===== src/rtl/colour_pkg.sv =====
`default_nettype none
// +-------------------------------------------------------------------------+
// | colour_pkg: shared types and pixel decode helpers for the colour path   |
// | Rev 1.0                                                                 |
// +-------------------------------------------------------------------------+
package colour_pkg;

  typedef enum logic [1:0] {
    MODE0 = 2'd0,
    MODE1 = 2'd1,
    MODE2 = 2'd2,
    MODE3 = 2'd3
  } mode_t;

  localparam int PEN_W = 4;

  // Pen index of the leftmost pixel still held in the shift register.
  function automatic logic [PEN_W-1:0] pen_decode(input mode_t mode, input logic [7:0] s);
    logic [PEN_W-1:0] pen;
    case (mode)
      MODE0:   pen = {s[1], s[5], s[3], s[7]};
      MODE2:   pen = {3'b000, s[7]};
      default: pen = {2'b00, s[3], s[7]};
    endcase
    return pen;
  endfunction

  function automatic logic [2:0] pix_shift_ticks(input mode_t mode);
    logic [2:0] ticks;
    case (mode)
      MODE0:   ticks = 3'd4;
      MODE2:   ticks = 3'd1;
      default: ticks = 3'd2;
    endcase
    return ticks;
  endfunction

endpackage
`default_nettype wire


===== src/rtl/colour_palette_rf.sv =====
`default_nettype none
// +-------------------------------------------------------------------------+
// | colour_palette_rf: PEN_COUNT+1 entry palette, 1 write + 1 sync read     |
// | with write bypass; readback port under PALETTE_READBACK_EN. Rev 1.0     |
// +-------------------------------------------------------------------------+
module colour_palette_rf #(
  parameter int PEN_COUNT = 16,
  parameter int COLOUR_W  = 5,
  parameter int PAL_AW    = 5
) (
  input  logic                CLK_n,
  input  logic                RESET_n,
  input  logic                i_we,
  input  logic [PAL_AW-1:0]   i_waddr,
  input  logic [COLOUR_W-1:0] i_wdata,
  input  logic [PAL_AW-1:0]   i_raddr,
`ifdef PALETTE_READBACK_EN
  input  logic                i_re,
  output logic [COLOUR_W-1:0] o_rb_data,
`endif
  output logic [COLOUR_W-1:0] o_rdata
);

  localparam int                ENTRIES = PEN_COUNT + 1;
  localparam logic [PAL_AW-1:0] C_LAST  = PAL_AW'(PEN_COUNT);

  logic [COLOUR_W-1:0] r_pal [ENTRIES];
  logic                w_wr_ok;
  logic                w_rd_hit;
  logic [COLOUR_W-1:0] w_rd_val;

  assign w_wr_ok  = i_we && (i_waddr <= C_LAST);
  assign w_rd_hit = w_wr_ok && (i_waddr == i_raddr);
  assign w_rd_val = (i_raddr <= C_LAST) ? r_pal[i_raddr] : '0;

  always_ff @(posedge CLK_n or negedge RESET_n) begin
    if (!RESET_n) begin
      for (int i = 0; i < ENTRIES; i++) r_pal[i] <= '0;
    end else if (w_wr_ok) begin
      r_pal[i_waddr] <= i_wdata;
    end
  end

  always_ff @(posedge CLK_n or negedge RESET_n) begin
    if (!RESET_n) o_rdata <= '0;
    else          o_rdata <= w_rd_hit ? i_wdata : w_rd_val;
  end

`ifdef PALETTE_READBACK_EN
  logic w_rb_hit;
  logic [COLOUR_W-1:0] w_rb_val;

  assign w_rb_hit = w_wr_ok && (i_waddr == i_raddr);
  assign w_rb_val = (i_raddr <= C_LAST) ? r_pal[i_raddr] : '0;

  always_ff @(posedge CLK_n or negedge RESET_n) begin
    if (!RESET_n)  o_rb_data <= '0;
    else if (i_re) o_rb_data <= w_rb_hit ? i_wdata : w_rb_val;
  end
`endif

endmodule
`default_nettype wire


===== src/rtl/colour_pixel_pipe.sv =====
`default_nettype none
// +-------------------------------------------------------------------------+
// | colour_pixel_pipe: byte shifter -> pen decode -> palette -> colour reg  |
// | Optional PALETTE_READBACK_EN adds PAL_RE/PAL_RDATA. Rev 1.0             |
// +-------------------------------------------------------------------------+
import colour_pkg::*;

module colour_pixel_pipe #(
  parameter int PEN_COUNT = 16,
  parameter int COLOUR_W  = 5,
  parameter int PAL_AW    = 5
) (
  input  logic                CLK_n,
  input  logic                RESET_n,
  input  logic                PIX_CE,
  input  logic                LOAD,
  input  logic [7:0]          VDATA,
  input  logic [1:0]          MODE,
  input  logic                DISPEN,
  input  logic                BORDER_EN,
  input  logic                CKEEP,
  input  logic                PAL_WE,
  input  logic [PAL_AW-1:0]   PAL_ADDR,
  input  logic [COLOUR_W-1:0] PAL_WDATA,
`ifdef PALETTE_READBACK_EN
  input  logic                PAL_RE,
  output logic [COLOUR_W-1:0] PAL_RDATA,
`endif
  output logic [COLOUR_W-1:0] COLOUR,
  output logic [3:0]          PEN_OUT
);

  localparam int                PEN_BITS      = (PEN_COUNT > 1) ? $clog2(PEN_COUNT) : 1;
  localparam logic [PEN_W-1:0]  C_PEN_MASK    = PEN_W'((1 << PEN_BITS) - 1);
  localparam logic [PAL_AW-1:0] C_BORDER_ADDR = PAL_AW'(PEN_COUNT);

  logic [7:0]          r_shreg;
  mode_t               r_mode;
  logic [2:0]          r_tick;
  logic [2:0]          w_tick_inc;
  logic [2:0]          w_pix_mask;
  logic                w_boundary;
  logic [PEN_W-1:0]    w_pen;
  logic [PAL_AW-1:0]   w_rd_addr;
  logic [COLOUR_W-1:0] w_pal_rdata;

  logic                r_dispen_s2;
  logic                r_border_s2;
  logic                r_ckeep_s2;
  logic [PEN_W-1:0]    r_pen_s2;

  assign w_tick_inc = r_tick + 3'd1;
  assign w_pix_mask = pix_shift_ticks(r_mode) - 3'd1;
  assign w_boundary = (w_tick_inc & w_pix_mask) == 3'd0;

  // Tick 7 is the last pixel slot of a byte; a further tick without LOAD is an underrun.
  always_ff @(posedge CLK_n or negedge RESET_n) begin
    if (!RESET_n) begin
      r_shreg <= '0;
      r_mode  <= MODE0;
      r_tick  <= '0;
    end else if (PIX_CE) begin
      if (LOAD) begin
        r_shreg <= VDATA;
        r_mode  <= mode_t'(MODE);
        r_tick  <= '0;
      end else if (r_tick == 3'd7) begin
        r_shreg <= '0;
      end else begin
        r_tick <= w_tick_inc;
        if (w_boundary) r_shreg <= {r_shreg[6:0], 1'b0};
      end
    end
  end

  assign w_pen     = pen_decode(r_mode, r_shreg) & C_PEN_MASK;
  assign w_rd_addr = BORDER_EN ? C_BORDER_ADDR : PAL_AW'(w_pen);

  colour_palette_rf #(
    .PEN_COUNT (PEN_COUNT),
    .COLOUR_W  (COLOUR_W),
    .PAL_AW    (PAL_AW)
  ) u_palette (
    .CLK_n     (CLK_n),
    .RESET_n   (RESET_n),
    .i_we      (PAL_WE),
    .i_waddr   (PAL_ADDR),
    .i_wdata   (PAL_WDATA),
    .i_raddr   (w_rd_addr),
`ifdef PALETTE_READBACK_EN
    .i_re      (PAL_RE),
    .o_rb_data (PAL_RDATA),
`endif
    .o_rdata   (w_pal_rdata)
  );

  always_ff @(posedge CLK_n or negedge RESET_n) begin
    if (!RESET_n) begin
      r_dispen_s2 <= 1'b0;
      r_border_s2 <= 1'b0;
      r_ckeep_s2  <= 1'b0;
      r_pen_s2    <= '0;
    end else begin
      r_dispen_s2 <= DISPEN;
      r_border_s2 <= BORDER_EN;
      r_ckeep_s2  <= CKEEP;
      r_pen_s2    <= w_pen;
    end
  end

  // The palette read already selected the border entry, so border and display share it.
  always_ff @(posedge CLK_n or negedge RESET_n) begin
    if (!RESET_n) begin
      COLOUR  <= '0;
      PEN_OUT <= '0;
    end else begin
      PEN_OUT <= r_pen_s2;
      if (!r_ckeep_s2) COLOUR <= (r_border_s2 || r_dispen_s2) ? w_pal_rdata : '0;
    end
  end

endmodule
`default_nettype wire


===== config.mk =====
export PLATFORM = sky130hd
export DESIGN_NAME = colour_pixel_pipe
export DESIGN_NICKNAME = d
export VERILOG_FILES = /design/src/rtl/colour_pkg.sv /design/src/rtl/colour_palette_rf.sv /design/src/rtl/colour_pixel_pipe.sv
export SDC_FILE = /design/constraint.sdc
export NUM_CORES = 1
export LEC_CHECK = 0
export ABC_AREA = 1
export CAP_MARGIN = 10
export CORE_MARGIN = 2
export CORE_UTILIZATION = 40
export CTS_BUF_LIST = sky130_fd_sc_hd__clkbuf_16
export CTS_CLUSTER_SIZE = 10
export DETAILED_ROUTE_END_ITERATION = 8
export PLACE_DENSITY = 0.54
export SYNTH_ARGS = -nofsm -noshare
export SYNTH_HDL_FRONTEND = slang
export SYNTH_HIERARCHICAL = 1
export SYNTH_SLANG_ARGS = --single-unit

===== constraint.sdc =====
create_clock -name CLK_n -period 3.9 [get_ports CLK_n]
set_input_delay 0.39 -clock CLK_n [delete_from_list [all_inputs] [get_ports CLK_n]]
set_output_delay 0.39 -clock CLK_n [all_outputs]
set_load 0.05 [all_outputs]

# [After elaboration in Yosys (flattened, before gate mapping)]
# Index checks and enable logic that the tools add are counted.
[totals] ff_bits=119 input_bits=28 word_cells=68
[op_classes] reduce_logical=10 n_bitwise=3 n_eq_ne=4 magnitude_cmp=5 add_sub_neg=2 mux=17
[op_table] cell="85-bit bitwise mux" count=1
[op_table] cell="5-bit two-way mux" count=7
[op_table] cell="5-bit binary-select mux with 5-bit select" count=1
[op_table] cell="5-bit demux with 5-bit select" count=1
[op_table] cell="8-bit two-way mux" count=3
[op_table] cell="6-bit >= comparator (second input constant)" count=2
[op_table] cell="5-bit NOT with 6-bit output" count=2
[op_table] cell="5-bit <= comparator (second input constant)" count=2
[op_table] cell="4-bit one-hot mux with 2 select lines" count=1
[op_table] cell="6-bit by 1-bit < comparator with 1-bit output (second input constant)" count=1
[op_table] cell="3-bit two-way mux" count=2
[op_table] cell="3-bit one-hot mux with 2 select lines" count=1
[op_table] cell="2-bit AND reduction" count=3
[op_table] cell="5-bit equality test" count=1
[op_table] cell="3-bit by 1-bit adder with 3-bit output (second input constant)" count=1
[op_table] cell="3-bit AND" count=1
[op_table] cell="3-bit equality test (second input constant)" count=1
[op_table] cell="1-bit logical AND" count=3
[op_table] cell="3-bit logical NOT" count=1
[op_table] cell="3-bit nonzero test" count=1
[op_table] cell="3-bit by 1-bit subtractor with 3-bit output (second input constant)" count=1
[op_table] cell="2-bit equality test (second input constant)" count=1
[op_table] cell="2-bit logical NOT" count=1
[op_table] cell="2-bit inequality test (second input constant)" count=1
[op_table] cell="1-bit logical OR" count=1

# [Longest topological paths before layout]
# Gate-level depths: netlist of the first run.
[depth] ltp_word=9 depth_mapped=14 depth_no_buf=12

# [By module]
# The synthesis of the first run kept the hierarchy.
[modules_own_cells] mod="colour_palette_rf" cells_each=611 area_each_um2=4478.0 n_inst=1 seq_area_each_um2=2252.2
[modules_own_cells] mod="colour_pixel_pipe" cells_each=130 area_each_um2=1213.7 n_inst=1 seq_area_each_um2=725.7

# [Worst setup path before layout of the first run]
# Ideal clock, no wire load.
[synth_path] kind="flip-flop to flip-flop" startpoint="reg r_mode[0]" endpoint="reg u_palette.o_rdata[3]" arrival_ns=1.686 t_required_ns=3.835 path_stages_with_launch=12 period_less_slack_ns=1.751 setup_ns=0.065 slack_ns=2.149 cell_sequence="dfrtp_1 -> or2_1 -> nor3_1 -> clkbuf_1 -> inv_1 -> nor2_1 -> nand3_1 -> nand2_1 -> nor2_1 -> nand2_1 -> nand2_1 -> nand2_1"
[synth_via] elab_chain_cells=9 elab_cells_between_ends=13 classes_between="order compare: 1; eq/ne: 2; mux: 7; bitwise: 1; reduce/logical: 2"
[synth_lines] item="start: declaration" line="colour_pixel_pipe.sv:38" rtl="mode_t r_mode;"
[synth_lines] item="start signal: assignment" line="colour_pixel_pipe.sv:65" rtl="r_mode <= mode_t'(MODE);"
[synth_lines] item="2-bit equality test or 2-bit logical NOT (tied branches)" line="colour_pkg.sv:20" rtl="case (mode)"
[synth_lines] item="4-bit one-hot mux with 2 select lines *" line="colour_pkg.sv:20"
[synth_lines] item="5-bit two-way mux *" line="colour_pixel_pipe.sv:77" rtl="assign w_rd_addr = BORDER_EN ? C_BORDER_ADDR : PAL_AW'(w_pen);"
[synth_lines] item="net w_rd_addr[2]" line="colour_pixel_pipe.sv:44" rtl="logic [PAL_AW-1:0] w_rd_addr;"
[synth_lines] item="5-bit NOT with 6-bit output (implied by the code)" line="colour_palette_rf.sv:34" rtl="assign w_rd_val = (i_raddr <= C_LAST) ? r_pal[i_raddr] : '0;"
[synth_lines] item="5-bit binary-select mux with 5-bit select" line="colour_palette_rf.sv:34"
[synth_lines] item="5-bit two-way mux (implied by the code) (2 in a row)" line="colour_palette_rf.sv:34"
[synth_lines] item="5-bit two-way mux" line="colour_palette_rf.sv:34"
[synth_lines] item="5-bit two-way mux *" line="colour_palette_rf.sv:46" rtl="else o_rdata <= w_rd_hit ? i_wdata : w_rd_val;"
[synth_lines] item="end signal: assignment" line="colour_palette_rf.sv:46"
[synth_lines] item="end: declaration" line="colour_palette_rf.sv:21" rtl="output logic [COLOUR_W-1:0] o_rdata"
# Mark *: on every way through the listed nets, which the timed path passes. The rest lies on a longest branch. The select of a mux whose other input is x is not followed.
# A chain may end at the register's enable or synchronous reset.

# [Worst setup path in the final report of the first run]
[layout_path] startpoint="in BORDER_EN" endpoint="reg u_palette.o_rdata[1]"
[layout_via] elab_chain_cells=7 elab_cells_between_ends=10 classes_between="order compare: 1; eq/ne: 1; mux: 6; bitwise: 1; reduce/logical: 1"
[layout_lines] item="start: declaration" line="colour_pixel_pipe.sv:20" rtl="input logic BORDER_EN,"
[layout_lines] item="5-bit two-way mux *" line="colour_pixel_pipe.sv:77"
[layout_lines] item="net w_rd_addr[0]" line="colour_pixel_pipe.sv:44"
[layout_lines] item="5-bit NOT with 6-bit output (implied by the code)" line="colour_palette_rf.sv:34"
[layout_lines] item="5-bit binary-select mux with 5-bit select" line="colour_palette_rf.sv:34"
[layout_lines] item="5-bit two-way mux (implied by the code) (2 in a row)" line="colour_palette_rf.sv:34"
[layout_lines] item="5-bit two-way mux" line="colour_palette_rf.sv:34"
[layout_lines] item="5-bit two-way mux *" line="colour_palette_rf.sv:46"
# Marks and branches as above.

==> results.txt, run 1 <==
The final layout contains 811 nets. The critical path in this run is classified as in2reg. The data arrival at the endpoint of the critical path is 2.73 ns.

The detail route stage leaves a number of antenna-violating nets equal to 0. In the routed design, unresolved DRC markers number 0. The area of the die came out at 0.01520 mm^2. The number of search-and-repair iterations in the first detailed-routing pass is 5.

The final instance area is 0.006818 mm^2. The clock tree from TritonCTS is done. The post-layout minimum cycle time came out at 2.377 ns. The sum of negative setup slack is 0 ns. The max-slew violation count is 0.

The number of CTS-inserted buffers came out at 17. The mapped cell area is 0.005692 mm^2. The maximum VDD drop is 0.3517 mV. The ratio of cells with drive above 1 in the final layout came out at 7.557%. The HPWL after detailed placement is 10.55 mm. The tightest min-delay check is of the in2async type. The violation count after the first detailed-routing iteration is 413. Setup repair after global routing left no endpoint under its margin. The clock skew is 0.004575 ns.

The pin count of the biggest net entering global routing is 75. The yosys synthesis warning count came out at 6. The register area share after synthesis is 52.32%. The detailed-route wire length per cell is 15.77 um.

For this configuration, the core starts out at a cell density of 41.00%. The height of the chip came out at 123.3 um. The number of antenna diodes in the final layout is 0. The run finished with clean final reports. The synthesized instance count is 741. The ratio of total power to cell area is 569.8 mW/mm^2. For this block, the routed nets add up to 15.36 mm of wire. The insertion delay to the later sink of the worst-skew pair is 0.41 ns. Summed over all nets, wire length on met2 after detailed routing comes to 6.872 mm. The clock net in this run drives a total of 119 sinks. Yosys mapped the design onto 26 distinct sky130hd cell types. In the global route stage, overall resource usage came out at 22.12%. The tree is rooted in a clkbuf_16. Averaged over all synthesized cells, the footprint is 7.681 um^2.

The synthesized netlist net count is 771. No sink is reached through more buffers than the 2 on the longest clock path. In the finished design, the share of the clock period the worst path needs comes to 60.95%. The number of placed instances with taps included is 942. Counting flops with a built-in enable in the synthesized netlist gives 0.

The wire length of the first global-routing pass is 24.87 mm. The post-detailed-placement cell area is 0.006247 mm^2. The final RePlAce weighted congestion is 0.9232. The max-capacitance violation count came out at 0. The worst setup path is captured at a flip-flop. The flip-flop and latch count after synthesis came out at 119. The standby leakage power came out at 3.324 nW. The number of gates resized after CTS was 0. The number of antenna violations at the first check in global routing came to 0. The relative area change from synthesis to final layout came out at 19.78%. The actual transition at the worst max-transition pin is 0.9624 ns. The worst pin sits at a relative slew slack of 35.84%. The number of placed I/O pins is 37.

The fraction of registers with async set or reset after synthesis is 100.0%. The via count of the first global-routing pass is 4,614. Hold repair after CTS inserted 0 buffers. Measured along the x axis, the die boundary spans 123.3 um.

The via density per instance is 5.007. The primary flip-flop cell chosen by synthesis mapping is dfrtp_1. The area of the core region is 0.01388 mm^2. For the worst setup path, the data required time is 4.25 ns. Setup violations remaining at the end of the flow were counted as 0.

The maximum operating frequency is 0.4207 GHz. The total global routing overflow is 0. The count of standard-cell rows came out at 43. After the flow finishes, the layout carries non-filler instances totaling 974. The count of port buffers added during placement came out at 36. The kind of launch point of the worst setup path is an input port. In this run the top signal layer used is met4. The total number of vias came out at 4,877. The number of hold violations in the final report is 0.

Once the clock tree was built, the setup fixing pass inserted 0 buffers. The H-tree was split into 4 levels. The wire length on met1 is 7.479 mm. The highest net fanout along the worst path came out at 31. The routed design uses 729 um of met3 wire. Clock-pin slew was measured on the worst setup and hold paths at 0.05 ns.
-- final timing paths --
path	startpoint	end	slack, ns	depth (start not counted)
worst min-delay path	RESET_n	u_palette/r_pal[5]	0.12	1
worst max register to register	r_mode[0]	u_palette/o_rdata[1]	1.68	10
worst max-delay path	BORDER_EN	u_palette/o_rdata[1]	1.52	9
max in group asynchronous	RESET_n	PEN_OUT[0]	2.87	2
worst min register to register	r_pen_s2[1]	PEN_OUT[1]	0.35	0
min in group CLK_n	r_pen_s2[1]	PEN_OUT[1]	0.35	0
-- stage by stage --
step	power, mW	util (%)	hold WS, ns	setup WS (ns)
2_1_floorplan	2.099	-	0.09441	2.149
4_1_cts	3.925	49.12	0.1554	1.532
5_1_grt	4.110	49.12	0.1942	1.274
6_report	3.885	49.12	0.1223	1.523
3_5_place_dp	2.383	45.01	0.3362	1.111
3_3_place_gp	2.367	45.01	0.3345	1.119
-- sequential cells by signal, summed over array words and instances (netlist names) --
name,cells
u_palette/r_pal,85
r_shreg,8
COLOUR,5
u_palette/o_rdata,5
PEN_OUT,4
r_pen_s2,4
r_tick,3
r_mode,2
r_border_s2,1
r_ckeep_s2,1
r_dispen_s2,1
-- layout make-up --
cell class,count,area [um^2]
Timing Repair Buffer,43,410.4
Fill cell,1388,7063
Sequential cell,119,2978
Tap cell,180,225.2
Multi-Input combinational cell,497,2247
Inverter,103,386.6
Clock inverter,15,145.1
Clock buffer,17,425.4
-- worst max-delay path, cell delays in order --
cell	delay (ns)
clkdlybuf4s50_1	0.76
nor2_4	0.07
inv_1	0.70
nand3_1	0.31
o21ai_0	0.25
nand2_1	0.07
inv_1	0.07
nand2_1	0.05
nand2_1	0.05
-- Yosys cell counts (3+ instances only) --
cell type,n,area share (%)
o211ai_1,5,0.66
o21ai_1,3,0.26
clkbuf_1,17,1.1
nor3_1,4,0.35
nor2_2,13,1.4
nand2_1,256,17
a21oi_1,8,0.70
dfrtp_1,119,52
nand2_4,3,0.59
o21ai_0,89,7.8
inv_1,100,6.6
nand3_1,66,5.8
xor2_1,4,0.62
nor2_1,34,2.2
inv_2,3,0.20
-- layout by cell type, fill, tap and decap left out, drive strengths merged --
master / count
bufinv: 3
ha: 2
inv: 106
o31ai: 1
or2: 2
clkinvlp: 1
clkdlybuf4s50: 35
o21ai: 92
nand4: 1
buf: 8
o211ai: 5
clkinv: 8
nand3b: 1
nor2: 49
nor3: 4
clkbuf: 17
nand2: 260
dfrtp: 119
nand3: 68
xor2: 4
a21oi: 8
-- cells by family after synthesis --
logic type,after synthesis,share of synthesized area [%]
xor+xnor,4,0.6155
buf+inv,125,8.419
flops,119,52.32
compound gates,106,9.585
fa+ha+maj,2,0.4396
simple gates,385,28.62
-- power breakdown --
part / leakage, nW / total [mW] / internal, mW / switching, mW
registers: 1.40 / 1.58 / 1.48 / 0.0993
logic: 1.64 / 0.787 / 0.261 / 0.526
clock network: 0.292 / 1.52 / 0.982 / 0.535
total: 3.32 / 3.88 / 2.72 / 1.16
-- metal layers --
metal,vias up,GRT usage (%)
met3,21,4.935
met1,2345,32.05
met4,0,7.599
li1,2390,-
met2,121,32.66
met5,-,0
No activity file was read; power rests on OpenSTA's default activity.
==> run 2, diff against run 1 <==
==> constraint.sdc (replaced) <==
create_clock -name CLK_n -period 2.5 [get_ports CLK_n]
set_input_delay 0.25 -clock CLK_n [delete_from_list [all_inputs] [get_ports CLK_n]]
set_output_delay 0.25 -clock CLK_n [all_outputs]
set_load 0.05 [all_outputs]
==> run 2 against run 1 <==
Against the previous run: setup slack worse by 0.99 ns; routed wire length decreased by 3.8%; highest routed layer unchanged; register-to-register slack got worse by 1.1 ns; die area unchanged; largest cell class unchanged; worst hold slack better by 0.14 ns; non-clock buffer count is 11 higher; critical endpoint is now u_palette/o_rdata[0]; combinational power is 59% higher; sequential share of layout area down 1.2 points; power up 65%; first-iteration DRC count is 2.7% higher; sequential cell count stayed put; clock power up 78%.
==> results.txt, run 2 (synthesis gave the netlist of run 1 again) <==
Final hold analysis gives a worst-case slack of 0.2636 ns. TritonCTS built the clock tree. The ratio of cells with drive above 1 in the final layout is 9.068%. In this run the most critical hold path is launched from DISPEN. The post-layout total power is 6.421 mW. The dominant cell type by count on the critical path is nand2_1. The tightest min-delay check is of the in2reg type. The cell class contributing the biggest share of worst-path delay is simple AND/OR/NAND/NOR gates. The switching power total came out at 1.827 mW. The via count of the first global-routing pass is 4,749.

In the final layout, the registers with the most flip-flops are u_palette/r_pal x85, r_shreg x8. The pin count of the biggest net entering global routing came out at 46. The HPWL after detailed placement is 10.59 mm. The kind of launch point of the worst setup path is a flip-flop.

After floorplanning, the core was divided into 43 placement rows. u_palette/r_pal holds more flip-flops than any other register. The start-to-end type of the worst setup path is reg2reg. The max-slew violation count came out at 0. The required time of the critical path came out at 2.86 ns. For this block, the routed nets add up to 14.78 mm of wire. The power share of the combinational group came out at 19.5%. The insertion delay to the later sink of the worst-skew pair is 0.42 ns. The normalized max-slew margin came out at 59.09%. For the pin with the worst max-slew slack, the measured transition is 0.6114 ns. The clock skew is 0.007944 ns. Setup repair after global routing left no endpoint under its margin. The critical path goes through nor2_2 -> nor3_2 -> inv_1 -> nand3_1 -> o21ai_0 -> nand2_1 -> inv_1 -> nand2_1 -> nand2_1. After filler insertion, the fill cell instance count of the layout stands at 1,394. The data arrival at the endpoint of the critical path came out at 2.33 ns. The share of the cycle needed by the critical path after routing is 78.71%. VDD sags by at most 0.4717 mV. The number of CTS-inserted buffers is 17. Using the TritonRoute via totals, the vias-per-cell ratio works out to 4.945. The detail route stage leaves a number of antenna-violating nets equal to 0. The run finished with clean final reports. In the layout the commonest cells are nand2_1 (256), dfrtp_1 (119), inv_1 (101), o21ai_0 (89), nand3_1 (66).

In this run switching power makes up 28.45% of total power. For this run, the detailed router's first-pass iteration total came to 5. The standby leakage power came out at 3.411 nW. The post-CTS clock slew at the launch and capture registers of the worst setup and hold paths came out at 0.06 ns. In this run the deepest clock path goes through 2 buffers. The maximum operating frequency came out at 0.5082 GHz.

The detailed-route wire length per cell came out at 15.01 um. The highest net fanout along the worst path is 16. The net count of the finished layout is 822.

The height of the chip came out at 123.3 um. The number of hold violations in the final report came out at 0. The total inserted antenna cells is 0. In this run the critical register-to-register path is captured at u_palette/o_rdata[0]. The power share of the clock group is 42.3%. Pin placement for this block handled 37 I/O pins.

The area of the core region came out at 0.01388 mm^2. The buffering stage count on the worst path with inverters included is 2. The register with the most flip-flops in the layout has 85 of them.

Across all layers, the routed design uses 4,871 vias. The violation count after the first detailed-routing iteration is 424. The clock tree synthesis step divided the H-tree into 4 levels. The post-cts gate resize count is 0. The delay of the slowest cell on the worst path came out at 0.43 ns. The initial standard-cell utilization of the core came out at 41.00%. The total global-route track usage is 21.21%. The clock drives 119 sinks. The max-capacitance violation count came out at 0. The final RePlAce weighted congestion came out at 0.8951. The startpoint identified for the worst register-to-register timing path is r_mode[0]. The ratio of total power to cell area is 915.1 mW/mm^2. Summed over all layers, the global routing overflow is 0. The sum of negative setup slack is 0 ns. The register-to-register setup slack came out at 0.53 ns. Sequential cells account for 38.2% of the total power. The remaining routing DRC violations is 0. STA classifies the critical path endpoint as a flip-flop. The worst hold path terminates at r_dispen_s2. Port buffering added 36 buffers.

The wire length of the first global-routing pass came out at 24.05 mm. The number of antenna violations at the first check in global routing is 0. Along the worst hold path, the cell count comes to 1.

Leaving out fill and tap cells, the most frequent cell in the layout is nand2_1. The worst register-to-register path has a depth of 9. For this design, the slowest cell found on the critical path is inv_1. The post-layout minimum cycle time came out at 1.968 ns.

The setup violation total in the final timing report is 0. The internal portion of total power came out at 4.594 mW. The tree is rooted in a clkbuf_16. The relative area change from synthesis to final layout came out at 23.28%.

From left edge to right edge, the die measures 123.3 um. The area of the die is 0.01520 mm^2.
-- run 2: timing repair --
item,in CTS,in global routing
hold buffers,1,0
buffers inserted,0,0
hold endpoints to repair,27,0
-- run 2: final cells by class --
type / instances / area (um^2) / share of cell area [%]
multi-input cells: 497 / 2247 / 32.03
flip-flops and latches: 119 / 2978 / 42.44
clock buffers: 17 / 425.4 / 6.063
inverters: 103 / 386.6 / 5.510
repair buffers: 54 / 520.5 / 7.418
well taps: 180 / 225.2 / 3.210
clock inverters: 15 / 234.0 / 3.335
-- run 2: how the worst max path moves through the flow --
stage,start,to,depth (start not counted),slack [ns]
floorplan,r_mode[0],u_palette/o_rdata[3],11,0.75
global placement,BORDER_EN,u_palette/o_rdata[2],9,0.20
detailed placement,BORDER_EN,u_palette/o_rdata[2],9,0.17
CTS,r_mode[0],u_palette/o_rdata[2],9,0.55
global route,r_mode[0],u_palette/o_rdata[2],9,0.33
finish,r_mode[0],u_palette/o_rdata[0],9,0.53
-- run 2: power groups by stage --
stage	logic [mW]	clock network (mW)	registers, mW
5_1_grt	1.43	2.84	2.49
4_1_cts	1.26	2.76	2.45
3_5_place_dp	1.25	0	2.48
2_1_floorplan	0.726	0	2.55
3_3_place_gp	1.23	0	2.47
6_report	1.25	2.71	2.45
-- run 2: worst reg2reg max path: cells and delay by family, from the launching register on --
kind            cells  cell delay [ns]
simple gates        6             0.79
flops               1             0.41
compound gates      1             0.22
buf+inv             2             0.49
-- run 2: metrics by stage --
| stage | util (%) | instance area, um^2 | cells | worst slack, ns |
|---|---|---|---|---|
| final | 50.55 | 7017 | 985 | 0.5322 |
| after global routing | 50.55 | 7017 | 985 | 0.3293 |
| after CTS | 50.55 | 7017 | 985 | 0.5512 |
| after detailed placement | 45.73 | 6347 | 952 | 0.1707 |
| after global placement | 45.73 | 6347 | 952 | 0.2047 |
| after floorplan | - | 5692 | 741 | 0.7489 |
-- run 2: layer usage --
metal | up-vias | global-route usage (%) | routed length [um]
met5 | - | 0 | 0
met4 | 0 | 8.594 | 282
met3 | 28 | 4.290 | 611
met2 | 124 | 33.07 | 6899
met1 | 2306 | 28.97 | 6988
li1 | 2413 | - | -
